### config.mk
export PLATFORM = sky130hd
export DESIGN_NAME = ram
export DESIGN_NICKNAME = d
export VERILOG_FILES = /design/src/rtl/ram.sv
export SDC_FILE = /design/constraint.sdc
export NUM_CORES = 2
export LEC_CHECK = 0
export ABC_AREA = 1
export ABC_CLOCK_PERIOD_IN_PS = 3000
export CORE_UTILIZATION = 46
export CTS_CLUSTER_DIAMETER = 150
export DETAILED_ROUTE_END_ITERATION = 10
export PLACE_DENSITY = 0.59
export SLEW_MARGIN = 5
export SYNTH_ARGS = -nofsm -noshare
export SYNTH_HDL_FRONTEND = slang
export SYNTH_SLANG_ARGS = --single-unit
### constraint.sdc
create_clock -name clk -period 3 [get_ports clk]
set_input_delay 0.3 -clock clk [delete_from_list [all_inputs] [get_ports clk]]
set_output_delay 0.3 -clock clk [all_outputs]
set_load 0.005 [all_outputs]
### src/rtl/ram.sv
// ram: word-organised instruction/data memory, Avalon-MM slave to the CPU,
// with a second preload port for the harness to write whole instruction words.
//
// Ports:
//   clk          system clock, all state updates on the rising edge
//   RAM_Reset    synchronous active-high reset, clears memory and slave state
//   address      Avalon byte address (word index = address[ADDR_W+1:2])
//   write/read   Avalon strobes
//   waitrequest  Avalon stall
//   writedata    Avalon write data
//   byteenable   write byte lanes
//   readdata     Avalon read data (0 when not reading)
//   instruction  preload data word
//   inst_input   preload enable
//   inst_addr    preload byte address
//
// Optional build macro RAM_WAIT_EN: inserts WAIT_CYCLES wait states per
// transfer. Without it, waitrequest is tied low.

module ram #(
    parameter int ADDR_W      = 6,
    parameter int WAIT_CYCLES = 1
) (
    input  logic        clk,
    input  logic        RAM_Reset,
    input  logic [31:0] address,
    input  logic        write,
    input  logic        read,
    output logic        waitrequest,
    input  logic [31:0] writedata,
    input  logic [3:0]  byteenable,
    output logic [31:0] readdata,
    input  logic [31:0] instruction,
    input  logic        inst_input,
    input  logic [7:0]  inst_addr
);

    localparam int DEPTH = 1 << ADDR_W;

    logic [31:0]       mem [DEPTH];
    logic [ADDR_W-1:0] bus_idx;
    logic [ADDR_W-1:0] pre_idx;
    logic [31:0]       inst_ext;
    logic              bus_wr;
    logic              unused_bits;

    // Zero-extend so narrow preload addresses still reach every word.
    assign inst_ext = {24'b0, inst_addr};
    assign bus_idx  = address[ADDR_W+1:2];
    assign pre_idx  = inst_ext[ADDR_W+1:2];

    // Byte offset and high address bits alias onto the same words.
    assign unused_bits = ^{address[31:ADDR_W+2], address[1:0],
                           inst_ext[31:ADDR_W+2], inst_ext[1:0],
                           WAIT_CYCLES != 0};

`ifdef RAM_WAIT_EN
    localparam logic [3:0] WAIT_TGT = 4'(WAIT_CYCLES);

    logic [3:0] wait_cnt;
    logic       req;

    assign req = read | write;

    // Stall until the counter reaches the target; the cycle with the
    // counter at target is the single completion cycle.
    assign waitrequest = req && !RAM_Reset && (wait_cnt != WAIT_TGT);

    always_ff @(posedge clk) begin
        if (RAM_Reset) begin
            wait_cnt <= '0;
        end else if (!req || !waitrequest) begin
            // Idle, aborted, or just completed: next request starts fresh.
            wait_cnt <= '0;
        end else begin
            wait_cnt <= wait_cnt + 4'd1;
        end
    end
`else
    assign waitrequest = 1'b0;
`endif

    assign bus_wr = write && !waitrequest;

    always_ff @(posedge clk) begin
        if (RAM_Reset) begin
            for (int i = 0; i < DEPTH; i++) begin
                mem[i] <= '0;
            end
        end else begin
            if (bus_wr) begin
                for (int b = 0; b < 4; b++) begin
                    if (byteenable[b]) begin
                        mem[bus_idx][8*b +: 8] <= writedata[8*b +: 8];
                    end
                end
            end
            // Placed last so a same-word preload overrides the bus write.
            if (inst_input) begin
                mem[pre_idx] <= instruction;
            end
        end
    end

    assign readdata = (read && !write && !waitrequest) ? mem[bus_idx] : '0;

endmodule

==> key figures <==
Outcome
  – Failing checks: negative setup slack
  – Outcome: complete, but fails checks

Logic synthesis
  – Seq/Total Area, Yosys: 55.2%
  – Post-synthesis average cell area: 8.13 um^2
  – Seq cells post-synth: 2048
  – Syn_nets: 13800
  – Post-synthesis cell count: 13700
  – Synthesized cell area: 0.111 mm^2
  – Synth cell types: 25
  – Synth Warn #: 0

Layout
  – Nets: 14100
  – Top Registers: mem (2048)
  – Largest register FFs: 2048
  – Fillers: 21800
  – Final core occ: 55.5%
  – Area Growth Syn to Fin: 19.9%
  – Layout cells sized above 1: 14.1%
  – Largest reg by FF count: mem

Power and ir drop
  – Tot Pwr: 70200 uW
  – Lkg Pwr: 0.0536 uW
  – PD cells: 526 mW/mm^2
  – Max IR drop VDD: 491 uV

Worst setup path
  – CP max-delay cell: edfxtp_1
  – Critical path data required time: 2.70 ns
  – CP Launch Type: flop
  – Crit. End Element: output port
  – Crit path kind: flop to output port
  – CP Cell Sequence: nand2_1, nand2_1, nand2_1, nand2_1, nand2_1, nand2_2, nand2_1, nand2_1, nor2_2, a21oi_2, buf_6, clkdlybuf4s15_2
  – Critical path arrival: 2.73 ns
  – Worst-path maximum fanout: 1
  – Crit-path most repeated cell: nand2_1
  – Slowest stage delay, CP: 0.33 ns

CTS
  – # H-tree levels: 4
  – Inserted Clock Buffers: 222
  – CTS root buf: clkbuf_16
  – Clk slew on worst S/H paths: 0.06 ns
  – Clk sink count: 2048
  – TritonCTS clock tree: built
  – Clk buf depth: 3

Timing
  – Period Utilization, post-route: 101%
  – RSZ-0062 raised after global routing: true
  – Min setup slack post-route: -0.0308 ns
  – Final Setup Violations: 1
  – Slew Limit Fails: 0
  – Relative slew slack: 8.76%
  – Final min period: 3.03 ns
  – Slew at the pin closest to its max-slew limit: 1.36 ns
  – Fmax: 330 MHz
  – Final hold vios: 0

Placement
  – Dpl hpwl: 313 mm
  – Gpl congestion: 1.01
  – Port Buf Inserts: 116

Global route
  – Gr ovfl total: 0
  – Total track usage: 38.1%
  – First-pass GRT wire length: 675 mm
  – Number of global-route vias before repair: 98100
  – Antenna violations before repair: 39
  – Largest net degree at the start of global routing: 72

Route
  – Detailed-router iteration count before antenna repair: 8
  – ANT nets after route: 0
  – WL/cell: 27.4 um
  – Drc violations: 0
  – Metal3 WL: 60.9 mm
  – First DRT Iteration DRCs: 16100
  – Met1 WL: 176 mm
  – DR WL met2: 203 mm
  – Top sig layer: met5
  – Routed vias/inst: 6.13
  – Detailed-route via count: 106000
  – Total Routed Length: 475 mm

Floorplanning
  – Die area: 0.244 mm^2
  – IO Count: 146
  – Number of core rows: 180
  – Starting Density: 46.3%
  – DIE WIDTH: 494 um
  – Die height: 494 um
  – Core area: 0.241 mm^2

Hold path
  – Hold Path Class: input pin to flop

Flow run
  – Max-cap violations: 0
==> power breakdown <==
| part | internal [uW] | switching, uW |
|---|---|---|
| Clock | 15800 | 12100 |
| Sequential | 33000 | 453 |
| Combinational | 2510 | 6440 |
==> per-layer routing <==
layer,vias up,global-route usage (%)
li1,47200,-
met1,50200,50.6
met2,7376,56.4
met3,1280,8.02
met4,16,24.9
met5,-,0
==> cell usage in the layout (no fill, tap or decap), types with 70 or more instances in the layout <==
master and count:
nand2_1 5680, edfxtp_1 2048, nand3_1 1508, o21ai_0 1483, buf_4 877, o22ai_1 560
buf_12 342, nor2_1 340, clkbuf_16 228, nand2_2 196, o211ai_1 143, nor2_2 77
inv_2 74, inv_1 70
==> Yosys cell counts <==
cell / n / share of area [%]
nor3_1: 12 / 0.054
or2_2: 4 / 0.022
nor2_2: 58 / 0.33
clkinv_1: 26 / 0.088
nand4_1: 25 / 0.14
buf_1: 262 / 0.88
nand2_2: 1 / 0.0056
nor2_1: 373 / 1.3
inv_2: 47 / 0.16
o21ai_0: 1488 / 6.7
a21oi_1: 32 / 0.14
nand3b_1: 4 / 0.027
clkbuf_1: 1007 / 3.4
o21ai_1: 58 / 0.26
nor3_2: 4 / 0.036
edfxtp_1: 2048 / 55
buf_4: 1 / 0.0067
o22ai_1: 560 / 3.1
conb_1: 1 / 0.0034
inv_1: 80 / 0.27
nor2_4: 1 / 0.010
nand2_1: 5920 / 20
o211ai_1: 143 / 0.96
buf_2: 22 / 0.099
nand3_1: 1513 / 6.8
==> final cells by class <==
cell class	count	area [um^2]	share of cell area [%]
clock inverter	132	1330	0.995
timing repair buffer	1320	14600	10.9
multi-input combinational	10200	45600	34.1
antenna	17	42.5	0.0319
sequential	2048	61500	46.1
inverter	153	621	0.465
clock buffer	277	5850	4.38
tap	3185	3990	2.99
==> worst max-delay path: cells and delay by family, from the launching register on <==
family	cells	cell delay, ns
AND/OR/NAND/NOR	9	0.76
buffers and inverters	2	0.39
flip-flops	1	0.33
AO/OA/AOI/OAI	1	0.32
==> kinds of logic (layout without fill, tap and decap cells) <==
family | Yosys count | after routing | share of synthesized area [%]
other cells | 1 | 18 | 0.00337
compound gates | 2281 | 2281 | 11.2
simple gates | 7915 | 7915 | 28.6
flops | 2048 | 2048 | 55.2
buf+inv | 1445 | 1882 | 4.90
==> final timing paths <==
kind                                  start                     to  slack [ns]  depth (start not counted)
worst max-delay path  mem[61][17]$_DFFE_PP_           readdata[17]       -0.03                         12
worst min-delay path          writedata[14]  mem[47][14]$_DFFE_PP_        0.09                          3
==> stage by stage <==
stage	cells	instance area [um^2]	setup WS, ns	hold slack, ns	TNS [ns]
after global routing	17300	133000	-0.0260	0.0714	-0.0520
final	17300	133000	-0.0308	0.0908	-0.0308
after detailed placement	16900	125000	-0.630	0.729	-60.91
after CTS	17300	133000	-0.175	0.0172	-1.09
after global placement	16900	125000	-0.672	0.714	-53.55
after floorplan	13700	111000	0.763	0.580	0
==> timing repair <==
item / in CTS / in global routing
endpoints found under the hold margin: 3 / 0
cloned: 2 / 2
hold buffers: 1 / 0
resized for setup: 308 / 91
setup endpoints to repair: 32 / 25
pin swaps: 51 / 22
setup buffers: 5 / 2
Power figures use the tool's default switching activity.
